--- src/rtl/alu_issue_stage.sv ---
`default_nettype none
// ============================================================================
// Module   : alu_issue_stage
// Purpose  : FIFO-buffered operand issue into a combinational ALU, with a
//            registered, handshaked result holding register.
// Revision : 1.0
// ============================================================================
module alu_issue_stage #(
  parameter int DEPTH = 4,
  parameter int TAG_W = 4
) (
  input  logic                       clk,
  input  logic                       rst,
  input  logic                       in_valid,
  output logic                       in_ready,
  input  logic [31:0]                in_a,
  input  logic [31:0]                in_b,
  input  logic [2:0]                 in_f,
  input  logic [TAG_W-1:0]           in_tag,
  output logic [31:0]                alu_a,
  output logic [31:0]                alu_b,
  output logic [2:0]                 alu_f,
  input  logic [31:0]                alu_y,
  output logic                       out_valid,
  input  logic                       out_ready,
  output logic [31:0]                out_y,
  output logic [TAG_W-1:0]           out_tag,
  output logic                       out_err,
  output logic [$clog2(DEPTH):0]     count
);

  localparam int AW = $clog2(DEPTH);
  localparam int CW = AW + 1;

  localparam logic [1:0] S_IDLE  = 2'd0;
  localparam logic [1:0] S_DRIVE = 2'd1;
  localparam logic [1:0] S_HOLD  = 2'd2;

  logic [1:0]       state;
  logic [1:0]       state_next;

  logic [31:0]      mem_a   [DEPTH];
  logic [31:0]      mem_b   [DEPTH];
  logic [2:0]       mem_f   [DEPTH];
  logic [TAG_W-1:0] mem_tag [DEPTH];

  logic [AW-1:0]    wr_ptr;
  logic [AW-1:0]    rd_ptr;
  logic [TAG_W-1:0] tag_q;

  logic             push;
  logic             pop;
  logic             capture;
  logic             release_res;
  logic             fifo_nempty;
  logic             f_illegal;

  assign fifo_nempty = (count != '0);
  // Full blocks pushes even when a pop occurs in the same cycle.
  assign in_ready    = !rst && (count != CW'(DEPTH));
  assign push        = in_valid && in_ready;
  assign f_illegal   = (alu_f > 3'b100);

  always_ff @(posedge clk or posedge rst) begin
    if (rst) begin
      state <= S_IDLE;
    end else begin
      state <= state_next;
    end
  end

  always_comb begin
    state_next = state;
    case (state)
      S_IDLE:  if (fifo_nempty) state_next = S_DRIVE;
      S_DRIVE: state_next = S_HOLD;
      S_HOLD:  if (out_ready) state_next = fifo_nempty ? S_DRIVE : S_IDLE;
      default: state_next = S_IDLE;
    endcase
  end

  always_comb begin
    pop         = 1'b0;
    capture     = 1'b0;
    release_res = 1'b0;
    case (state)
      S_IDLE:  pop = fifo_nempty;
      S_DRIVE: capture = 1'b1;
      S_HOLD: begin
        release_res = out_ready;
        pop         = out_ready && fifo_nempty;
      end
      default: ;
    endcase
  end

  // Storage array carries no reset; validity is tracked by the pointers/count.
  always_ff @(posedge clk) begin
    if (push) begin
      mem_a[wr_ptr]   <= in_a;
      mem_b[wr_ptr]   <= in_b;
      mem_f[wr_ptr]   <= in_f;
      mem_tag[wr_ptr] <= in_tag;
    end
  end

  always_ff @(posedge clk or posedge rst) begin
    if (rst) begin
      wr_ptr    <= '0;
      rd_ptr    <= '0;
      count     <= '0;
      alu_a     <= '0;
      alu_b     <= '0;
      alu_f     <= '0;
      tag_q     <= '0;
      out_y     <= '0;
      out_tag   <= '0;
      out_err   <= 1'b0;
      out_valid <= 1'b0;
    end else begin
      if (push) wr_ptr <= wr_ptr + AW'(1);
      if (pop)  rd_ptr <= rd_ptr + AW'(1);
      count <= count + CW'(push) - CW'(pop);

      if (pop) begin
        alu_a <= mem_a[rd_ptr];
        alu_b <= mem_b[rd_ptr];
        alu_f <= mem_f[rd_ptr];
        tag_q <= mem_tag[rd_ptr];
      end

      if (capture) begin
        out_y     <= f_illegal ? 32'h0 : alu_y;
        out_err   <= f_illegal;
        out_tag   <= tag_q;
        out_valid <= 1'b1;
      end else if (release_res) begin
        out_valid <= 1'b0;
      end
    end
  end

endmodule
`default_nettype wire

--- config.mk ---
export PLATFORM = sky130hd
export DESIGN_NAME = alu_issue_stage
export DESIGN_NICKNAME = d
export VERILOG_FILES = /design/src/rtl/alu_issue_stage.sv
export SDC_FILE = /design/constraint.sdc
export NUM_CORES = 1
export LEC_CHECK = 0
export BUFFER_PORTS_ARGS = -buffer_cell sky130_fd_sc_hd__buf_2
export CAP_MARGIN = 20
export CORE_ASPECT_RATIO = 0.5
export CORE_MARGIN = 4
export CORE_UTILIZATION = 40
export DETAILED_ROUTE_END_ITERATION = 6
export PLACE_DENSITY = 0.69
export REMOVE_ABC_BUFFERS = 1
export SLEW_MARGIN = 20
export SYNTH_ARGS = -nofsm -noshare
export SYNTH_HDL_FRONTEND = slang
export SYNTH_SLANG_ARGS = --single-unit
--- constraint.sdc ---
create_clock -name clk -period 6.8 [get_ports clk]
set_input_delay 0.34 -clock clk [delete_from_list [all_inputs] [get_ports clk]]
set_output_delay 0.34 -clock clk [all_outputs]
set_load 0.05 [all_outputs]
==> impl_metrics.yaml <==
grt:
  grt_first_pass_wirelength_um: 44900
  antenna_found_initial: 0
  track_usage_pct: 14.4
  grt_max_degree: 73
  grt_pass1_vias: 7821
  gr-total-overflow: 0
pwr:
  power.total_mw: 9.05
  p_clk_share_pct: 22.6
  switchingPower_mw: 3.29
  power.leakage_nw: 6.95
  p_sw_share_pct: 36.4
  p_int_mw: 5.76
  pwr-share-comb_pct: 38.3
  vdd_ir_drop_max_mv: 0.213
  seq_power_share_pct: 39.0
  powerDensity_mw_per_mm2: 498
timing:
  post-route-period-util_pct: 40.0
  slew_viol_final: 0
  finClkSkew_ns: 0.0160
  fin_crit_ns: 2.72
  relSlewSlack_pct: 32.1
  finalSetupTns_ns: 0
  max_freq_mhz: 368
  rsz0062_at_grt: "false"
  report.final.setup_viol: 0
  tightest_slew_ns: 1.02
  finalHoldViolCount: 0
hold_path:
  whs_path_depth: 1
  hp-start: "in_a[24]"
  min_path_type: "primary input to register"
  min_to: "mem_a[1][24]$_DFFE_PP_"
floorplan:
  start_util_pct: 41.2
  die_area_sq_mm: 0.0408
  die_w_um: 282
  row_count: 49
  die_h_um: 145
  fp.coreArea_sq_mm: 0.0364
  ios: 216
synthesis:
  yosysTopAreaCellShare_pct: 56.9
  ys_seq_area_share_pct: 76.6
  ys_top_cells_by_area: "edfxtp_1 57%, dfrtp_1 20%, mux4_2 10%, mux2_4 5.8%, a22o_1 1.9%"
  ys.flop_type: "edfxtp_1"
  syn_area_sq_mm: 0.0150
  yosysUniqueCellTypes: 29
  yosys_warnings: 0
  yosys_register_bits: 402
  ys_async_sr_fraction_pct: 29.4
  syn_inst: 655
  synth_area_leader_cell: "edfxtp_1"
  synth_edf_count: 284
  synth_area_per_cell_sq_um: 22.9
place:
  dpl.hpwl_um: 17300
  dp.cells: 1332
  numPortBuffers: 215
  placed_area_sq_mm: 0.0165
  gp_congestion: 0.698
cells_and_area:
  final_cell_area_sq_mm: 0.0182
  final_nets: 1042
  syn_to_final_growth_pct: 21.2
  fillCellCount: 2891
  diodes: 0
  final_util_pct: 49.9
  drive_gt1_share_pct: 45.0
  fin_cells: 1440
critical_path:
  required_ns: 7.21
  worstSetupPathType: "register to register"
  reg2reg_depth: 3
  r2r_end: "alu_a[0]$_DFFE_PP0P_"
  rrSetupSlack_ns: 4.08
  worst_ep_arrival_time_ns: 3.13
  reg2reg_from: "rd_ptr[0]$_DFFE_PP0P_"
  critPathMaxFanout: 43
  cp-start-kind: "register"
  crit_path_end_kind: "register"
route:
  met2_length_um: 16200
  ant_nets: 0
  drtPass1Iterations: 4
  wl_met3_um: 1220
  wl_um: 29600
  wl_per_cell_um: 20.5
  viasPerCell: 4.98
  top_layer_used: "met4"
  vias: 7166
  met1_length_um: 11500
  drt_drc_violations_left: 0
  drt_iter0_drc: 445
cts:
  post_cts_buffers: 0
  clockBufferDepth: 3
  cts.htree.levels: 2
  clkTransAtPathRegs_ns: 0.06
  cts_buffers: 36
  insertion_delay_ns: 0.54
  cts-root-buf: "clkbuf_16"
  cts_sinks: 402
  cts_tree: "built"
flow_run:
  maxCapViolCount: 0
status:
  status: "complete, no violations"
==> per-layer routing <==
metal  vias up  GRT usage (%)
li1       3180              -
met1      3796           17.0
met2       139           26.9
met3        51           3.06
met4         0           4.32
met5         -              0
==> layout make-up <==
class,instances,area [sq um],share of cell area [%]
tap,484,606,3.33
multi-input combinational,212,3250,17.9
clock buffer,55,1030,5.69
timing repair buffer,266,1580,8.71
clock inverter,11,160,0.882
sequential,402,11500,63.3
inverter,10,40.0,0.220
==> critical path: stages (launching register included) <==
cell     delay [ns]
dfrtp_4        0.84
buf_4          0.81
mux4_1         0.64
mux2_2         0.27
==> power groups by stage <==
stage	Sequential [mW]	Clock, mW	Combinational, mW
3_3_place_gp	3.62	0	3.37
2_1_floorplan	4.69	0	1.70
3_5_place_dp	3.64	0	3.43
4_1_cts	3.60	2.10	3.46
6_report	3.53	2.05	3.47
5_1_grt	3.60	2.22	3.66
==> cell usage in the layout (no fill, tap or decap) <==
cell type | Yosys | final
inv_6 | 0 | 1
a211oi_2 | 1 | 1
nor3_1 | 2 | 1
buf_16 | 0 | 1
inv_4 | 0 | 1
nor3_2 | 1 | 2
mux4_1 | 3 | 3
nor2_1 | 2 | 1
dfrtp_1 | 118 | 116
a22o_1 | 32 | 32
nor4b_1 | 1 | 1
clkbuf_8 | 0 | 4
nand2_1 | 1 | 1
clkbuf_16 | 0 | 37
and2_4 | 0 | 4
nor2b_1 | 1 | 1
nand2b_2 | 0 | 1
inv_1 | 10 | 9
buf_2 | 4 | 215
a21oi_1 | 4 | 4
ha_1 | 6 | 6
o21a_1 | 1 | 1
nor2_2 | 0 | 1
buf_4 | 1 | 9
inv_16 | 0 | 2
mux2_2 | 18 | 18
dlygate4sd3_1 | 0 | 41
edfxtp_1 | 284 | 284
clkinv_1 | 0 | 3
xor2_1 | 2 | 2
nand2b_1 | 2 | 1
xnor2_1 | 3 | 3
fa_1 | 1 | 1
mux2_4 | 58 | 58
bufinv_16 | 0 | 3
clkinv_2 | 0 | 2
mux4_2 | 68 | 68
clkbuf_1 | 8 | 14
dfrtp_4 | 0 | 2
o21ai_0 | 1 | 1
==> cell usage after synthesis (2+ instances only) <==
master and count:
mux4_2 68, nand2b_1 2, buf_6 15, edfxtp_1 284, dfrtp_1 118, mux2_2 18
buf_2 4, mux2_4 58, xnor2_1 3, inv_1 10, ha_1 6, a21oi_1 4
nor3_1 2, xor2_1 2, a22o_1 32, clkbuf_1 8, and2_1 4, nor2_1 2
buf_1 3, mux4_1 3
==> cells by family after synthesis <==
family                   synth area share [%]
multiplexers                             17.9
buffers and inverters                    1.84
AO/OA/AOI/OAI                            2.17
flip-flops                               76.6
AND/OR/NAND/NOR                         0.559
adder cells (fa/ha/maj)                 0.634
XOR/XNOR                                0.292
==> timing repair <==
| item | 4_1_cts | 5_1_grt |
|---|---|---|
| hold buffers | 41 | 0 |
| endpoints found under the setup margin | 0 | 0 |
| hold endpoints to repair | 153 | 0 |
| gates resized for setup | 0 | 0 |
==> stage by stage <==
step                      hold WS (ns)  setup WS (ns)
final                           0.0275           4.08
after global routing           0.00245           3.78
after CTS                     0.000213           3.97
after detailed placement         0.486           3.98
after global placement           0.483           3.98
after floorplan                  0.439          -3.14
==> flip-flops by register name, summed over array words and instances (netlist names) <==
signal     flops
alu_a         32
alu_b         32
alu_f          3
count          3
mem_a        128
mem_b        128
mem_f         12
mem_tag       16
out_err        1
out_tag        4
out_valid      1
out_y         32
rd_ptr         2
state          2
tag_q          4
wr_ptr         2
==> how the worst max path moves through the flow <==
stage,start,to,cells past startpoint
detailed placement,rd_ptr[0]$_DFFE_PP0P_,alu_a[0]$_DFFE_PP0P_,3
finish,rd_ptr[0]$_DFFE_PP0P_,alu_a[0]$_DFFE_PP0P_,3
global placement,rd_ptr[0]$_DFFE_PP0P_,alu_a[2]$_DFFE_PP0P_,3
global route,rd_ptr[0]$_DFFE_PP0P_,alu_a[0]$_DFFE_PP0P_,3
floorplan,count[2]$_DFF_PP0_,count[1]$_DFF_PP0_,6
CTS,rd_ptr[0]$_DFFE_PP0P_,alu_a[1]$_DFFE_PP0P_,3
Note: power is estimated with default switching activity, not from simulation.
